--- config.mk ---
export PLATFORM = sky130hd
export DESIGN_NAME = feature_map_gather
export DESIGN_NICKNAME = d
export VERILOG_FILES = /design/src/rtl/feature_map_gather.sv
export SDC_FILE = /design/constraint.sdc
export NUM_CORES = 1
export LEC_CHECK = 0
export BUFFER_PORTS_ARGS = -buffer_cell sky130_fd_sc_hd__buf_2
export CAP_MARGIN = 20
export CORE_AREA = 2 2 129 131
export DETAILED_ROUTE_END_ITERATION = 16
export DIE_AREA = 0 0 131 133
export PLACE_DENSITY_LB_ADDON = 0.2
export SYNTH_ARGS = -nofsm -noshare
export SYNTH_HDL_FRONTEND = slang
export SYNTH_SLANG_ARGS = --single-unit
export TNS_END_PERCENT = 50
--- constraint.sdc ---
create_clock -name i_clk -period 10.6 [get_ports i_clk]
set_input_delay 2.12 -clock i_clk [delete_from_list [all_inputs] [get_ports i_clk]]
set_output_delay 2.12 -clock i_clk [all_outputs]
set_load 0.1 [all_outputs]
--- src/rtl/feature_map_gather.sv ---
// Reassembles a channel-interleaved feature stream into per-pixel vectors
// tagged with their (col, row) map position, handed on over valid/ready.
`timescale 1ns/1ps

module feature_map_gather #(
    parameter int FEATURE_WIDTH = 16,
    parameter int NUM_CHANNELS  = 6,
    parameter int MAP_WIDTH     = 24,
    parameter int MAP_HEIGHT    = 24
) (
    input  logic                                    i_clk,
    input  logic                                    i_rst,
    input  logic                                    i_feature_valid,
    input  logic [FEATURE_WIDTH-1:0]                i_feature,
    input  logic                                    i_first,
    output logic                                    o_feature_ready,
    output logic                                    o_features_valid,
    output logic [NUM_CHANNELS*FEATURE_WIDTH-1:0]   o_features,
    output logic [$clog2(MAP_WIDTH)-1:0]            o_col,
    output logic [$clog2(MAP_HEIGHT)-1:0]           o_row,
    output logic                                    o_last,
    input  logic                                    i_features_ready,
    output logic                                    o_sync_err
);

    localparam int CH_W  = (NUM_CHANNELS > 1) ? $clog2(NUM_CHANNELS) : 1;
    localparam int COL_W = $clog2(MAP_WIDTH);
    localparam int ROW_W = $clog2(MAP_HEIGHT);

    localparam logic [CH_W-1:0]  CH_FIRST = '0;
    localparam logic [CH_W-1:0]  CH_LAST  = CH_W'(NUM_CHANNELS - 1);
    localparam logic [COL_W-1:0] COL_LAST = COL_W'(MAP_WIDTH - 1);
    localparam logic [ROW_W-1:0] ROW_LAST = ROW_W'(MAP_HEIGHT - 1);

    logic [CH_W-1:0]          ch;
    logic [FEATURE_WIDTH-1:0] slot [NUM_CHANNELS];
    logic [COL_W-1:0]         col;
    logic [ROW_W-1:0]         row;
    logic                     out_valid;

    logic beat_acc;
    logic drop_beat;
    logic resync;
    logic complete;
    logic store;
    logic [NUM_CHANNELS*FEATURE_WIDTH-1:0] assembled;

    // Only the last channel can stall: it needs the output register free.
    assign o_feature_ready  = !(ch == CH_LAST && out_valid && !i_features_ready);
    assign o_features_valid = out_valid;
    assign o_last           = (o_col == COL_LAST) && (o_row == ROW_LAST);

    // NOTE: every signal driven in an always_comb gets a default first, so no
    // path leaves it unassigned and no latch is inferred.
    always_comb begin
        beat_acc  = i_feature_valid && o_feature_ready;
        drop_beat = 1'b0;
        resync    = 1'b0;
        complete  = 1'b0;
        store     = 1'b0;
        if (beat_acc) begin
            if (ch == CH_FIRST && !i_first) begin
                drop_beat = 1'b1;
            end else if (ch != CH_FIRST && i_first) begin
                resync = 1'b1;
            end else if (ch == CH_LAST) begin
                complete = 1'b1;
            end else begin
                store = 1'b1;
            end
        end
    end

    always_comb begin
        assembled = '0;
        for (int k = 0; k < NUM_CHANNELS - 1; k++) begin
            assembled[k*FEATURE_WIDTH +: FEATURE_WIDTH] = slot[k];
        end
        assembled[(NUM_CHANNELS-1)*FEATURE_WIDTH +: FEATURE_WIDTH] = i_feature;
    end

    // NOTE: sequential state uses non-blocking assignments so every register
    // samples pre-edge values regardless of statement order.
    always_ff @(posedge i_clk or posedge i_rst) begin
        if (i_rst) begin
            ch  <= CH_FIRST;
            col <= '0;
            row <= '0;
            // NOTE: the assembly slots are a handful of flops rather than a RAM,
            // so they take the asynchronous reset along with the rest.
            for (int k = 0; k < NUM_CHANNELS; k++) begin
                slot[k] <= '0;
            end
        end else begin
            if (resync) begin
                slot[0] <= i_feature;
                ch      <= CH_W'(1);
            end
            if (store) begin
                slot[ch] <= i_feature;
                ch       <= ch + CH_W'(1);
            end
            if (complete) begin
                ch <= CH_FIRST;
                if (col == COL_LAST) begin
                    col <= '0;
                    row <= (row == ROW_LAST) ? '0 : row + ROW_W'(1);
                end else begin
                    col <= col + COL_W'(1);
                end
            end
        end
    end

    // A newly completed vector takes priority over clearing a consumed one.
    always_ff @(posedge i_clk or posedge i_rst) begin
        if (i_rst) begin
            out_valid  <= 1'b0;
            o_features <= '0;
            o_col      <= '0;
            o_row      <= '0;
        end else if (complete) begin
            out_valid  <= 1'b1;
            o_features <= assembled;
            o_col      <= col;
            o_row      <= row;
        end else if (out_valid && i_features_ready) begin
            out_valid <= 1'b0;
        end
    end

    always_ff @(posedge i_clk or posedge i_rst) begin
        if (i_rst) begin
            o_sync_err <= 1'b0;
        end else begin
            o_sync_err <= drop_beat || resync;
        end
    end

endmodule

# [After elaboration in Yosys (flattened, before gate mapping)]
# Index checks and enable logic that the tools add are counted.
# W data, S select, Z words.
[op_classes] addsub=3 n_mul=0 div=0 order_cmp=2 eq_ne=5 n_shift=0 muxes=25 n_bitwise=1 n_reduce_logical=17
[op_table] op="$bwmux W96" n=1
[op_table] op="$mux W96" n=1
[op_table] op="$demux W16 S3" n=1
[op_table] op="$mux W16" n=2
[op_table] op="$eq A5 B5 Y1 const B" n=4
[op_table] op="$mux W1" n=15
[op_table] op="$add A5 B1 Y5 const B" n=2
[op_table] op="$mux W5" n=2
[op_table] op="$mux W3" n=3
[op_table] op="$logic_and A1 B1 Y1" n=8
[op_table] op="$reduce_bool A3 Y1" n=2
[op_table] op="$ge A4 B4 Y1 const B" n=1
[op_table] op="$lt A4 B1 Y1 const B" n=1
[op_table] op="$not A3 Y4" n=1
[op_table] op="$add A3 B1 Y3 const B" n=1
[op_table] op="$eq A3 B3 Y1 const B" n=1
[op_table] op="$logic_not A1 Y1" n=3
[op_table] op="$logic_not A3 Y1" n=1
[op_table] op="$reduce_and A2 Y1" n=1
[op_table] op="$reduce_bool A2 Y1" n=1
[op_table] op="$logic_or A1 B1 Y1" n=1
[word_totals] ff_bits=217 latch_bits=0 mem_bits_rw=0 rom_bits=0 inputBits=21 out_inout_bits=110 elab_cells=67 mem_count=0

# [Depth between registers and ports, before layout]
# Gate-level depths: netlist (run 1).
[depth] depth_word=9 mapped_depth=9 ltp_nobuf=6

# [Worst setup path after synthesis (run 1)]
# Ideal clock, no wire load.
[synth_timing] kind="register -> output" start="register o_col[4]" end="output port o_last" t_arrival_ns=3.198 t_required_ns=8.480 path_slack_ns=5.282 path_stages_with_launch=3 cell_sequence="dfrtp_1 nand4b_1 nor3_1"
[synth_via] elab_chain_cells=2
[synth_rtl] element="from (decl)" line_no="19" text="output logic [$clog2(MAP_WIDTH)-1:0] o_col,"
[synth_rtl] element="from (signal assigned)" line_no="125" text="o_col <= col;"
[synth_rtl] element="$eq A5 B5 Y1" line_no="51" text="assign o_last = (o_col == COL_LAST) && (o_row == ROW_LAST);"
[synth_rtl] element="$logic_and A1 B1 Y1" line_no="51"
[synth_rtl] element="to (decl)" line_no="21" text="output logic o_last,"
# No other way between the ends.

# [Worst setup path in the final report (run 1)]
[layout_timing] start="input port i_features_ready" end="output port o_feature_ready"
[layout_via] elab_chain_cells=3
[layout_rtl] element="from (decl)" line_no="22" text="input logic i_features_ready,"
[layout_rtl] element="$logic_not A1 Y1" line_no="49" text="assign o_feature_ready = !(ch == CH_LAST && out_valid && !i_features_ready);"
[layout_rtl] element="$logic_and A1 B1 Y1" line_no="49"
[layout_rtl] element="$logic_not A1 Y1" line_no="49"
[layout_rtl] element="to (decl)" line_no="16" text="output logic o_feature_ready,"
# No other way between the ends.

==> results.json, run 1 <==
{
  "outcome": "finished, final reports clean",
  "synth.most_common_cell": "nand2_1",
  "cp_top_family": "buffers and inverters",
  "clk_latency_ns": 0.49,
  "finalHoldViolations": 0,
  "setup_viol": 0,
  "path_buf_inv": 2,
  "grt_pass1_wl_um": 28400,
  "antenna_cells": 0,
  "cp.required_ns": 8.48,
  "pre_cts_slack_ns": 5.63,
  "worstSetupEndpointType": "output port",
  "async_flop_share": 1.00,
  "synthTopCellsByArea": "dfrtp_1 (63%), nand2_1 (15%), mux2_2 (11%), mux2_4 (1.9%), buf_2 (1.1%)",
  "ant_nets": 0,
  "rrSetupSlack_ns": 7.03,
  "crit_path_max_incr_delay_ns": 0.35,
  "drt_iter0_markers": 327,
  "synth_top_cell_by_area": "dfrtp_1",
  "cp.arrival_ns": 2.87,
  "root_buffer": "clkbuf_16",
  "grt_overflow": 0,
  "clock_skew_ns": 0.00864,
  "place_area_um2": 8730,
  "synth-seq-cells": 201,
  "yosysWarnings": 0,
  "wl_per_cell_um": 16.6,
  "ios": 131,
  "gp_congestion": 0.854,
  "syn_inst": 714,
  "crit_top_cell": "buf_2",
  "synthDistinctLibCells": 38,
  "fp.dieH_um": 133,
  "syn_nets": 740,
  "synth_top_area_share": 0.634,
  "areaGrowthSynthToFinish_pct": 19.7,
  "grt_pass1_vias": 5458,
  "grt_max_degree": 117,
  "max_slew_margin": 0.284,
  "hold_class": "reg -> reg",
  "finalCritPeriodShare": 0.470,
  "syn_area_per_cell_um2": 11.1,
  "die_area_um2": 17400,
  "dr_total_vias": 5404,
  "path_cells": "buf_2 -> nand4b_2 -> buf_2",
  "fp.coreArea_um2": 16200,
  "antenna_found_initial": 0,
  "synth_commonest_cells": "nand2_1 (325), dfrtp_1 (201), mux2_2 (75), buf_2 (17)",
  "numCtsBuffers": 20,
  "io_buffers": 130,
  "clockBufferDepth": 3,
  "fin_nets": 862,
  "vias_per_cell": 5.05,
  "wirelength_um": 17800,
  "critPathMaxFanout": 6,
  "fin_crit_ns": 4.99,
  "critPathSlowestCell": "buf_2",
  "drc_errors": 0,
  "netlist_area_um2": 7940,
  "ys_seq_area_frac": 0.634,
  "fill_cells": 1373,
  "drt_first_pass_iters": 4,
  "row_count": 47,
  "final_area_um2": 9500,
  "fmax_mhz": 201,
  "tns_ns": 0,
  "cts.clk_slew.worst_paths_ns": 0.06,
  "drive_gt1_frac": 0.311,
  "start_util": 0.491,
  "grtUsageTotal": 0.208,
  "cts.sinks": 201,
  "synth_edf_count": 0,
  "ys.flop_type": "dfrtp_1",
  "cts_hold_buf": 0,
  "post_cts_buffers": 0,
  "maxCapViolCount": 0,
  "cts.htree.levels": 1,
  "slew_viol_final": 0,
  "ctsResizeCount": 0,
  "path_class": "in -> out",
  "setup_slack_ns": 5.61,
  "worstMarginPinSlew_ns": 1.07,
  "die_w_um": 131,
  "dp_hpwl_um": 11400,
  "rsz0062_at_grt": "no",
  "startpoint_type": "primary input",
  "cts_tree": "done"
}
-- worst paths after layout --
path / start / depth (start not counted) / endpoint
max: i_features_ready / 3 / o_feature_ready
min: flop / 2 / o_features[49]
max reg2reg: ch[1] / 7 / col[4]
min reg2reg: flop / 2 / o_features[49]
max in group asynchronous: i_rst / 4 / asynchronous set/reset pin
min in group asynchronous: i_rst / 2 / o_features[41]
-- logic make-up (layout without fill, tap and decap cells) --
| family | after synthesis | in the layout | synth area share |
|---|---|---|---|
| multiplexers | 86 | 86 | 0.127 |
| flip-flops | 201 | 201 | 0.634 |
| XOR/XNOR | 4 | 4 | 0.00441 |
| AO/OA/AOI/OAI | 17 | 17 | 0.0147 |
| buffers and inverters | 40 | 176 | 0.0252 |
| AND/OR/NAND/NOR | 361 | 361 | 0.188 |
| adder cells (fa/ha/maj) | 5 | 5 | 0.00788 |
-- metal layers --
metal | up-vias | routed length (µm) | GRT usage
li1 | 2549 | - | -
met1 | 2665 | 7810 | 0.296
met2 | 152 | 8320 | 0.315
met3 | 38 | 1060 | 0.0416
met4 | 0 | 596 | 0.0810
met5 | - | 0 | 0
-- tightest hold or removal path, stage by stage (launching register included) --
cell     delay [ns]
dfrtp_1        0.34
nand2_1        0.05
nand2_1        0.05
-- cell usage in the layout (no fill, tap or decap), types with 2 or more instances in the layout --
cell and instances:
nand4b_1 4, nand3_1 4, nand2b_1 2, clkbuf_16 21, a31oi_1 2, nor2b_1 3
buf_2 130, nor3_4 2, nor3_1 2, dfrtp_1 201, clkinv_2 2, nand4_1 4
ha_1 5, inv_1 4, nor2_1 2, clkbuf_1 4, nand2_1 325, xnor2_1 4
buf_4 3, nor2b_2 2, mux2_4 10, nand3b_1 2, and3_1 3, o21ai_0 8
clkbuf_8 5, mux2_2 75, buf_16 2, bufinv_16 3
-- cell type report --
type | instances | area [µm²] | area share
inverter | 5 | 26.3 | 0.00277
timing repair buffer | 135 | 728 | 0.0766
tap | 220 | 275 | 0.0290
sequential | 201 | 5030 | 0.529
multi-input combinational | 473 | 2730 | 0.287
clock inverter | 6 | 108 | 0.0113
clock buffer | 30 | 609 | 0.0641
-- per-stage QoR --
step,util,instances,hold slack [ns]
CTS,0.584,1068,0.469
detailed placement,0.540,1032,0.449
finish,0.588,1070,0.467
global route,0.588,1070,0.484
global placement,0.540,1032,0.444
floorplan,-,714,0.433
Power of run 1 is not shown: default switching activity piles up to over one toggle a cycle in this logic, so the estimate is an artifact.
==> inputs of run 2 (changes only) <==
Clock period 10.6 ns to 4.6 ns, I/O delays scaled along.
==> run 2 against run 1 <==
Compared with the run above:
- clock-buffer cell count increased by 2
- via count grew 0.67%
- die area unchanged
- clock skew up 0.0036 ns
- sequential share of layout area is 0.36 points higher
- global-route usage rose by 0.33 points
- core utilization is 0.39 points lower
- non-clock buffer count fell by 1
- routed wire length increased by 0.72%
- flip-flop and latch count stayed put
- highest routed layer unchanged
==> results.json, run 2 (synthesized netlist as in run 1, its figures left out) <==
{
  "outcome": "finished, final reports clean",
  "post_cts_buffers": 0,
  "cp.required_ns": 3.68,
  "start_util": 0.491,
  "cts.sinks": 201,
  "fp.coreArea_um2": 16200,
  "wl_per_cell_um": 16.8,
  "max_slew_margin": 0.244,
  "die_w_um": 131,
  "fill_cells": 1408,
  "wirelength_um": 17900,
  "grtUsageTotal": 0.211,
  "root_buffer": "clkbuf_16",
  "drive_gt1_frac": 0.311,
  "fin_crit_ns": 3.02,
  "worstReg2RegStart": "ch[0]",
  "ctsResizeCount": 0,
  "cts_tree": "done",
  "dr_total_vias": 5440,
  "rsz0062_at_grt": "no",
  "grt_overflow": 0,
  "drc_errors": 0,
  "drt_first_pass_iters": 4,
  "final_cell_mix": "nand2_1 (325), dfrtp_1 (201), buf_2 (130)",
  "mostFrequentLayoutCell": "nand2_1",
  "finalHoldViolations": 0,
  "clockBufferDepth": 3,
  "numCtsBuffers": 20,
  "clock_skew_ns": 0.0123,
  "worstSetupEndpointType": "output port",
  "fmax_mhz": 331,
  "io_buffers": 130,
  "antenna_cells": 0,
  "worstMarginPinSlew_ns": 1.13,
  "tns_ns": 0,
  "fp.dieH_um": 133,
  "multi_input_area_um2": 2730,
  "reg2reg_depth": 5,
  "hold_depth": 2,
  "dp_hpwl_um": 11200,
  "fin_nets": 861,
  "slew_viol_final": 0,
  "areaGrowthSynthToFinish_pct": 18.9,
  "grt_pass1_wl_um": 28700,
  "cp.arrival_ns": 2.10,
  "gp_congestion": 0.833,
  "cts_hold_buf": 0,
  "cts.htree.levels": 1,
  "cts.clk_slew.worst_paths_ns": 0.06,
  "min_to": "o_features[68]",
  "grt_pass1_vias": 5496,
  "ant_nets": 0,
  "startpoint_type": "flop",
  "maxCapViolCount": 0,
  "register_area_um2": 5030,
  "vias_per_cell": 5.09,
  "hold_class": "reg -> reg",
  "die_area_um2": 17400,
  "setup_viol": 0,
  "drt_iter0_markers": 314,
  "grt_max_degree": 202,
  "clk_latency_ns": 0.49,
  "rrSetupSlack_ns": 1.82,
  "critPathMaxFanout": 7,
  "ios": 131,
  "antenna_found_initial": 0,
  "finalCritPeriodShare": 0.657,
  "row_count": 47,
  "path_class": "reg -> out"
}
## run 2: cell count changes in the layout (fill, tap and decap cells not counted)
cell	before	now
buf_16	2	1
buf_4	3	2
clkbuf_8	5	9
clkbuf_1	4	2
bufinv_16	3	0
clkinv_2	2	3
inv_8	1	0
buf_12	0	1
## run 2: worst max-delay path by stage
| stage | start | endpoint |
|---|---|---|
| 6_report | ch[1] | o_feature_ready |
| 5_1_grt | ch[1] | o_feature_ready |
| 4_1_cts | ch[1] | o_feature_ready |
| 3_5_place_dp | i_first | flop |
| 3_3_place_gp | i_first | flop |
| 2_1_floorplan | o_col[4] | o_last |
## run 2: critical path, stage by stage, from the launching register on
cell      delay [ns]
dfrtp_1         0.51
inv_1           0.16
ha_1            0.30
nand4b_2        0.18
buf_2           0.46
## run 2: per-layer routing
metal	part of all wire	wire (µm)	track usage
met5	0	0	0
met4	0.018	321	0.0526
met3	0.047	845	0.0364
met2	0.47	8420	0.332
met1	0.47	8340	0.306
## run 2: final cells by class
| class | instances | share of cell area |
|---|---|---|
| sequential | 201 | 0.533 |
| multi-input combinational | 473 | 0.289 |
| tap | 220 | 0.0292 |
| clock inverter | 3 | 0.00159 |
| clock buffer | 32 | 0.0696 |
| timing repair buffer | 134 | 0.0756 |
| inverter | 5 | 0.00239 |
## run 2: per-stage QoR
stage                      util  instance area [µm²]  hold slack [ns]  worst slack, ns  std cells
after detailed placement  0.540                 8740            0.447             1.69       1032
after floorplan               -                 7940            0.433            0.482        714
final                     0.584                 9440            0.457             1.58       1068
after global routing      0.584                 9440            0.483             1.49       1068
after global placement    0.540                 8740            0.442             1.72       1032
after CTS                 0.582                 9410            0.458             1.56       1067
Power of run 2 is left out for the same reason.
